$ cat src/rtl/msu_pkg.sv
// Shared definitions for the multicycle shift unit.
// Contents: MIPS opcode/funct codes for the supported shifts, the FSM
// state encoding and the shift-kind encoding used by the decoder and top.
`timescale 1ns/1ps
package msu_pkg;

  localparam logic [5:0] OPC_RTYPE = 6'b000000;
  localparam logic [5:0] FUNC_SLL  = 6'b000000;
  localparam logic [5:0] FUNC_SRL  = 6'b000010;
  localparam logic [5:0] FUNC_SRA  = 6'b000011;
  localparam logic [5:0] FUNC_SLLV = 6'b000100;
  localparam logic [5:0] FUNC_SRLV = 6'b000110;
  localparam logic [5:0] FUNC_SRAV = 6'b000111;

  typedef enum logic [1:0] {
    ST_IDLE  = 2'd0,
    ST_SHIFT = 2'd1,
    ST_DONE  = 2'd2
  } state_t;

  typedef enum logic [1:0] {
    KIND_LEFT   = 2'd0,
    KIND_LRIGHT = 2'd1,
    KIND_ARIGHT = 2'd2
  } kind_t;

endpackage

$ cat src/rtl/shift_decode.sv
// Combinational decoder for the R-type shift instructions.
// Ports:
//   opcode_i  - instruction opcode field
//   func_i    - instruction funct field
//   valid_o   - {opcode, func} is one of SLL/SRL/SRA/SLLV/SRLV/SRAV
//   kind_o    - left, logical-right or arithmetic-right
//   var_sel_o - 1: amount comes from rs (variable form), 0: from shamt
`timescale 1ns/1ps
module shift_decode
  import msu_pkg::*;
(
  input  logic [5:0] opcode_i,
  input  logic [5:0] func_i,
  output logic       valid_o,
  output kind_t      kind_o,
  output logic       var_sel_o
);

  always_comb begin
    valid_o   = 1'b0;
    kind_o    = KIND_LEFT;
    var_sel_o = 1'b0;
    if (opcode_i == OPC_RTYPE) begin
      case (func_i)
        FUNC_SLL:  begin valid_o = 1'b1; kind_o = KIND_LEFT;   end
        FUNC_SRL:  begin valid_o = 1'b1; kind_o = KIND_LRIGHT; end
        FUNC_SRA:  begin valid_o = 1'b1; kind_o = KIND_ARIGHT; end
        FUNC_SLLV: begin valid_o = 1'b1; kind_o = KIND_LEFT;   var_sel_o = 1'b1; end
        FUNC_SRLV: begin valid_o = 1'b1; kind_o = KIND_LRIGHT; var_sel_o = 1'b1; end
        FUNC_SRAV: begin valid_o = 1'b1; kind_o = KIND_ARIGHT; var_sel_o = 1'b1; end
        default:   ;
      endcase
    end
  end

endmodule

$ cat src/rtl/multicycle_shift_unit.sv
// Iterative shift unit: shifts the rt operand one bit per clock.
// Ports:
//   clk, reset     - clock (rising edge), asynchronous active-low reset
//   msu_start_i    - request, only taken while idle with a supported op
//   msu_opcode_i   - opcode field;  msu_func_i - funct field
//   msu_shamt_i    - immediate amount;  msu_rs_i - low bits: variable amount
//   msu_rt_i       - operand to shift
//   msu_shift_o    - combinational: op is a supported shift
//   msu_busy_o     - unit occupied;  msu_done_o - one-cycle result-valid pulse
//   msu_result_o   - result, held until the next operation completes
`timescale 1ns/1ps
module multicycle_shift_unit
  import msu_pkg::*;
#(
  parameter int DATA_WIDTH  = 32,
  parameter int SHAMT_WIDTH = 5
) (
  input  logic                   clk,
  input  logic                   reset,
  input  logic                   msu_start_i,
  input  logic [5:0]             msu_opcode_i,
  input  logic [5:0]             msu_func_i,
  input  logic [SHAMT_WIDTH-1:0] msu_shamt_i,
  input  logic [DATA_WIDTH-1:0]  msu_rs_i,
  input  logic [DATA_WIDTH-1:0]  msu_rt_i,
  output logic                   msu_shift_o,
  output logic                   msu_busy_o,
  output logic                   msu_done_o,
  output logic [DATA_WIDTH-1:0]  msu_result_o
);

  localparam logic [SHAMT_WIDTH-1:0] CNT_ONE = SHAMT_WIDTH'(1);

  state_t                 state_q, state_d;
  logic [SHAMT_WIDTH-1:0] cnt_q, cnt_d;
  logic [DATA_WIDTH-1:0]  work_q, work_d;
  logic [DATA_WIDTH-1:0]  result_q, result_d;
  kind_t                  kind_q, kind_d;

  logic                   dec_valid;
  kind_t                  dec_kind;
  logic                   dec_var;
  logic [SHAMT_WIDTH-1:0] amount;
  logic [DATA_WIDTH-1:0]  work_shifted;
  logic                   accept;
  logic                   unused_rs_hi;

  shift_decode u_decode (
    .opcode_i  (msu_opcode_i),
    .func_i    (msu_func_i),
    .valid_o   (dec_valid),
    .kind_o    (dec_kind),
    .var_sel_o (dec_var)
  );

  // Only the low bits of rs carry the variable amount.
  assign unused_rs_hi = ^msu_rs_i[DATA_WIDTH-1:SHAMT_WIDTH];

  assign amount = dec_var ? msu_rs_i[SHAMT_WIDTH-1:0] : msu_shamt_i;
  assign accept = msu_start_i && dec_valid && (state_q == ST_IDLE);

  // One-bit step of the working register; arithmetic right replicates the MSB.
  always_comb begin
    case (kind_q)
      KIND_LEFT:   work_shifted = {work_q[DATA_WIDTH-2:0], 1'b0};
      KIND_LRIGHT: work_shifted = {1'b0, work_q[DATA_WIDTH-1:1]};
      default:     work_shifted = {work_q[DATA_WIDTH-1], work_q[DATA_WIDTH-1:1]};
    endcase
  end

  always_comb begin
    state_d  = state_q;
    cnt_d    = cnt_q;
    work_d   = work_q;
    kind_d   = kind_q;
    result_d = result_q;
    case (state_q)
      ST_IDLE: begin
        if (accept) begin
          work_d = msu_rt_i;
          cnt_d  = amount;
          kind_d = dec_kind;
          if (amount == '0) begin
            state_d  = ST_DONE;
            result_d = msu_rt_i;
          end else begin
            state_d = ST_SHIFT;
          end
        end
      end
      ST_SHIFT: begin
        work_d = work_shifted;
        cnt_d  = cnt_q - CNT_ONE;
        // The result register is loaded together with the last step so it
        // shows the new value exactly in the done cycle.
        if (cnt_q == CNT_ONE) begin
          state_d  = ST_DONE;
          result_d = work_shifted;
        end
      end
      ST_DONE: state_d = ST_IDLE;
      default: state_d = ST_IDLE;
    endcase
  end

  always_ff @(posedge clk or negedge reset) begin
    if (!reset) begin
      state_q  <= ST_IDLE;
      cnt_q    <= '0;
      work_q   <= '0;
      result_q <= '0;
      kind_q   <= KIND_LEFT;
    end else begin
      state_q  <= state_d;
      cnt_q    <= cnt_d;
      work_q   <= work_d;
      result_q <= result_d;
      kind_q   <= kind_d;
    end
  end

  assign msu_shift_o  = dec_valid;
  assign msu_busy_o   = (state_q != ST_IDLE);
  assign msu_done_o   = (state_q == ST_DONE);
  assign msu_result_o = result_q;

endmodule

$ cat config.mk
export PLATFORM = sky130hd
export DESIGN_NAME = multicycle_shift_unit
export DESIGN_NICKNAME = d
export VERILOG_FILES = /design/src/rtl/msu_pkg.sv /design/src/rtl/shift_decode.sv /design/src/rtl/multicycle_shift_unit.sv
export SDC_FILE = /design/constraint.sdc
export NUM_CORES = 1
export LEC_CHECK = 0
export ABC_AREA = 1
export ABC_CLOCK_PERIOD_IN_PS = 2100
export CAP_MARGIN = 40
export CORE_MARGIN = 2
export CORE_UTILIZATION = 47
export DETAILED_ROUTE_END_ITERATION = 6
export PLACE_DENSITY = 0.8
export SLEW_MARGIN = 30
export SYNTH_ARGS = -nofsm -noshare
export SYNTH_HDL_FRONTEND = slang
export SYNTH_SLANG_ARGS = --single-unit
$ cat constraint.sdc
create_clock -name clk -period 2.1 [get_ports clk]
set_clock_uncertainty 0.2 [all_clocks]
set_input_delay 0.315 -clock clk [delete_from_list [all_inputs] [get_ports clk]]
set_output_delay 0.315 -clock clk [all_outputs]
set_load 0.02 [all_outputs]
==> reports/results.ini <==
[floorplanning]
die_w_um=94.5
die_h_um=94.5
initial_core_util_pct=47.6
die-area_um2=8930
core-area_um2=8090
ioPinCount=119
fp-row-count=33

[clocking]
cts_made_buffers=9
clock_latency_ns=0.36
cts_tree=done
clock_tree.buffer_depth=2
h-tree-depth=3
clk_pin_slew_ns=0.08
ctsRootBufferMaster=clkbuf_8
cts_sinks=73

[critical_path]
cpPeakStageDelay_ns=0.43
r2r_end=work_q[18]$_DFFE_PN0P_
crit_required_ns=2.16
end_kind=flop
cp_num_buf_inv=3
path_cells=clkdlybuf4s50_1 > inv_2 > nand2_2 > nor2_4 > nand3b_1 > nand2_2 > nand3_2 > o21bai_4 > nand2_4 > clkbuf_16 > nand2_1 > nand2_1
cp_max_fo=6
rr_worst_depth=8
cp.arrival_ns=2.09
cp.depth=12
worst-r2r-setup-slack_ns=0.20
crit_type=in -> reg
start_kind=input port
critPathSlowestCell=clkdlybuf4s50_1
r2r_start=state_q[1]$_DFFE_PN0P_
cp_top_family=simple AND/OR/NAND/NOR gates

[global_route]
gr-total-overflow=0
grt_pass1_wl_um=16600
antenna_found_initial=0
grt_pass1_vias=3677
grt_usage_pct=23.6
grt_start_max_net_pins=55

[route]
drtIter0Drc=377
avgRoutedWirePerCell_um=15.1
via_count=4031
postRouteAntennaNets=0
first_pass_iters=5
routed_wl_um=11400
drt-vias-per-instance=5.36
route.detailed.drc=0

[synth]
synth_top_area_share_pct=47.4
ys.flop_type=dfrtp_1
yosysSeqAreaShare_pct=47.4
synth_cell_type_count=32
synth_top_family_by_area=simple AND/OR/NAND/NOR gates
synth-edff-count=0
synth_most_common_cell=nand2_1
syn_area_per_cell_um2=7.52
synth-warning-count=0
ys_ff_latch=73
async_reset_ff_share_pct=100
synth_nets=598
synth_compound_area_share_pct=11.5
synth_common_cells=nand2_1, dfrtp_1, o21ai_0, nand3_1, nor2_1
yosys-top-cells-area=dfrtp_1, nand2_1, o21ai_0
yosys.area_share.simple_pct=33.0
syn_area_um2=3850
synth-adder-area-share_pct=0.650
syn_inst=512
synthMuxAreaShare_pct=0
synth_top_cell_by_area=dfrtp_1
synth-xor-area-share_pct=0.227

[run]
maxCapViolations=0

[power]
clockPowerShare_pct=16.4
internal_power_mw=4.23
power_leakage_nw=2.89
vdd.ir_drop.worst_mv=0.669
seqPwrFrac_pct=33.1
power.share.combinational_pct=50.4
p_sw_mw=3.04
power_density_nw_per_um2=1280
netSwitchingFraction_pct=41.8

[finish]
seq_area_um2=1830
finish.utilization_pct=70.0
multi_input_area_um2=1860
drive_gt1_share_pct=17.2
n_antenna_cell=0
final_nets=728
syn2layout_area_growth_pct=47.0
fillers=633
final_cells=752

[sta]
setup_slack_ns=0.0727
worst_pin_slew_ns=0.375
period_share_pct=96.5
hold_viol=0
fmax_mhz=493
setup_viol=0
fin_crit_ns=2.03
finalMaxSlewViolations=0
slew_headroom_pct=75.0

[min_path]
hold_path.startpoint=msu_func_i[1]
hold_class=in -> reg
holdPathStages=3
hold-path-endpoint=kind_q[1]$_DFFE_PN0P_

[run_status]
status=completed

[placement]
dp_hpwl_um=6820
pre_cts_ws_ns=-0.579
port_buffers=91
dp_cells=717
place.gp.congestion=0.862

-- sequential cells by signal (all words and copies together) (netlist names) --
name and cells:
cnt_q 5, kind_q 2, msu_result_o 32, state_q 2, work_q 32
-- layout by cell type (no fill, tap or decap), types with 3 or more instances in the layout --
master and count:
nand2_1 197, clkdlybuf4s50_1 77, dfrtp_1 73, o21ai_0 65, nand3_1 37, nor2_1 36, buf_4 31, inv_1 19
nand2_2 15, clkbuf_8 12, dlymetal6s2s_1 11, buf_6 10, nand2_4 5, clkbuf_16 5, buf_12 5, nor2_4 4
nor2_2 3, nand3b_1 3, o31ai_1 3, a21oi_1 3, inv_6 3
-- power by group through the flow --
stage	clock network, mW	registers, mW	logic [mW]
after detailed placement	0	2.39	3.14
after global routing	1.26	2.48	4.03
after floorplan	0	2.64	1.67
after CTS	1.20	2.37	3.19
after global placement	0	2.36	3.06
final	1.20	2.41	3.67
-- cells by family after synthesis --
family	Yosys count
AO/OA/AOI/OAI	80
flip-flops	73
AND/OR/NAND/NOR	306
adder cells (fa/ha/maj)	2
XOR/XNOR	1
buffers and inverters	50
-- per-layer routing --
layer  share of wire (%)  GRT usage (%)  up-vias
met5                   0              0        -
li1                    -              -     1904
met3                 7.6           3.83       27
met2                  50           38.9      206
met4                 2.4           10.3        0
met1                  40           30.8     1894
-- worst max-delay path by stage --
stage                          from  slack (ns)                           end
floorplan           msu_opcode_i[5]       0.003   msu_result_o[1]$_DFFE_PN0P_
global placement    msu_opcode_i[1]       -0.48          cnt_q[2]$_DFFE_PN0P_
detailed placement  msu_opcode_i[0]       -0.58         work_q[1]$_DFFE_PN0P_
CTS                 msu_opcode_i[5]     -0.0007  msu_result_o[10]$_DFFE_PN0P_
global route          msu_func_i[3]      -0.005  msu_result_o[20]$_DFFE_PN0P_
finish                msu_func_i[3]        0.07  msu_result_o[20]$_DFFE_PN0P_
-- timing repair --
| action | CTS | global route |
|---|---|---|
| hold buffers | 1 | 0 |
| pin swaps | 0 | 23 |
| setup endpoints to repair | 40 | 72 |
| setup buffers | 0 | 8 |
| hold endpoints to repair | 66 | 0 |
| resized for setup | 10 | 48 |
| cloned | 0 | 11 |
-- final cells by class --
cell class,instances,area share (%)
Clock inverter,4,0.884
Tap cell,105,2.32
Timing Repair Buffer,142,26.5
Sequential cell,73,32.3
Timing Repair inverter,3,0.464
Inverter,23,1.75
Clock buffer,12,2.92
Multi-Input combinational cell,390,32.9
-- worst reg2reg max path, delay by kind of cell (launching register included) --
kind                   cells  cell delay [ns]
buffers and inverters      3             0.50
AOI/OAI and AO/OA          2             0.40
DFF                        1             0.38
and+or+nand+nor            3             0.37
-- stage by stage --
step / TNS, ns / total power [mW] / cell area [µm²] / hold slack [ns]
final: 0 / 7.28 / 5660 / 0.109
after global placement: -27.30 / 5.42 / 5030 / 0.0124
after floorplan: 0 / 4.31 / 3850 / -0.181
after detailed placement: -31.28 / 5.52 / 5030 / 0.0216
after global routing: -0.00542 / 7.77 / 5660 / 0.155
after CTS: -0.000725 / 6.76 / 5270 / 0.178
Note: power is estimated with default switching activity, not from simulation.
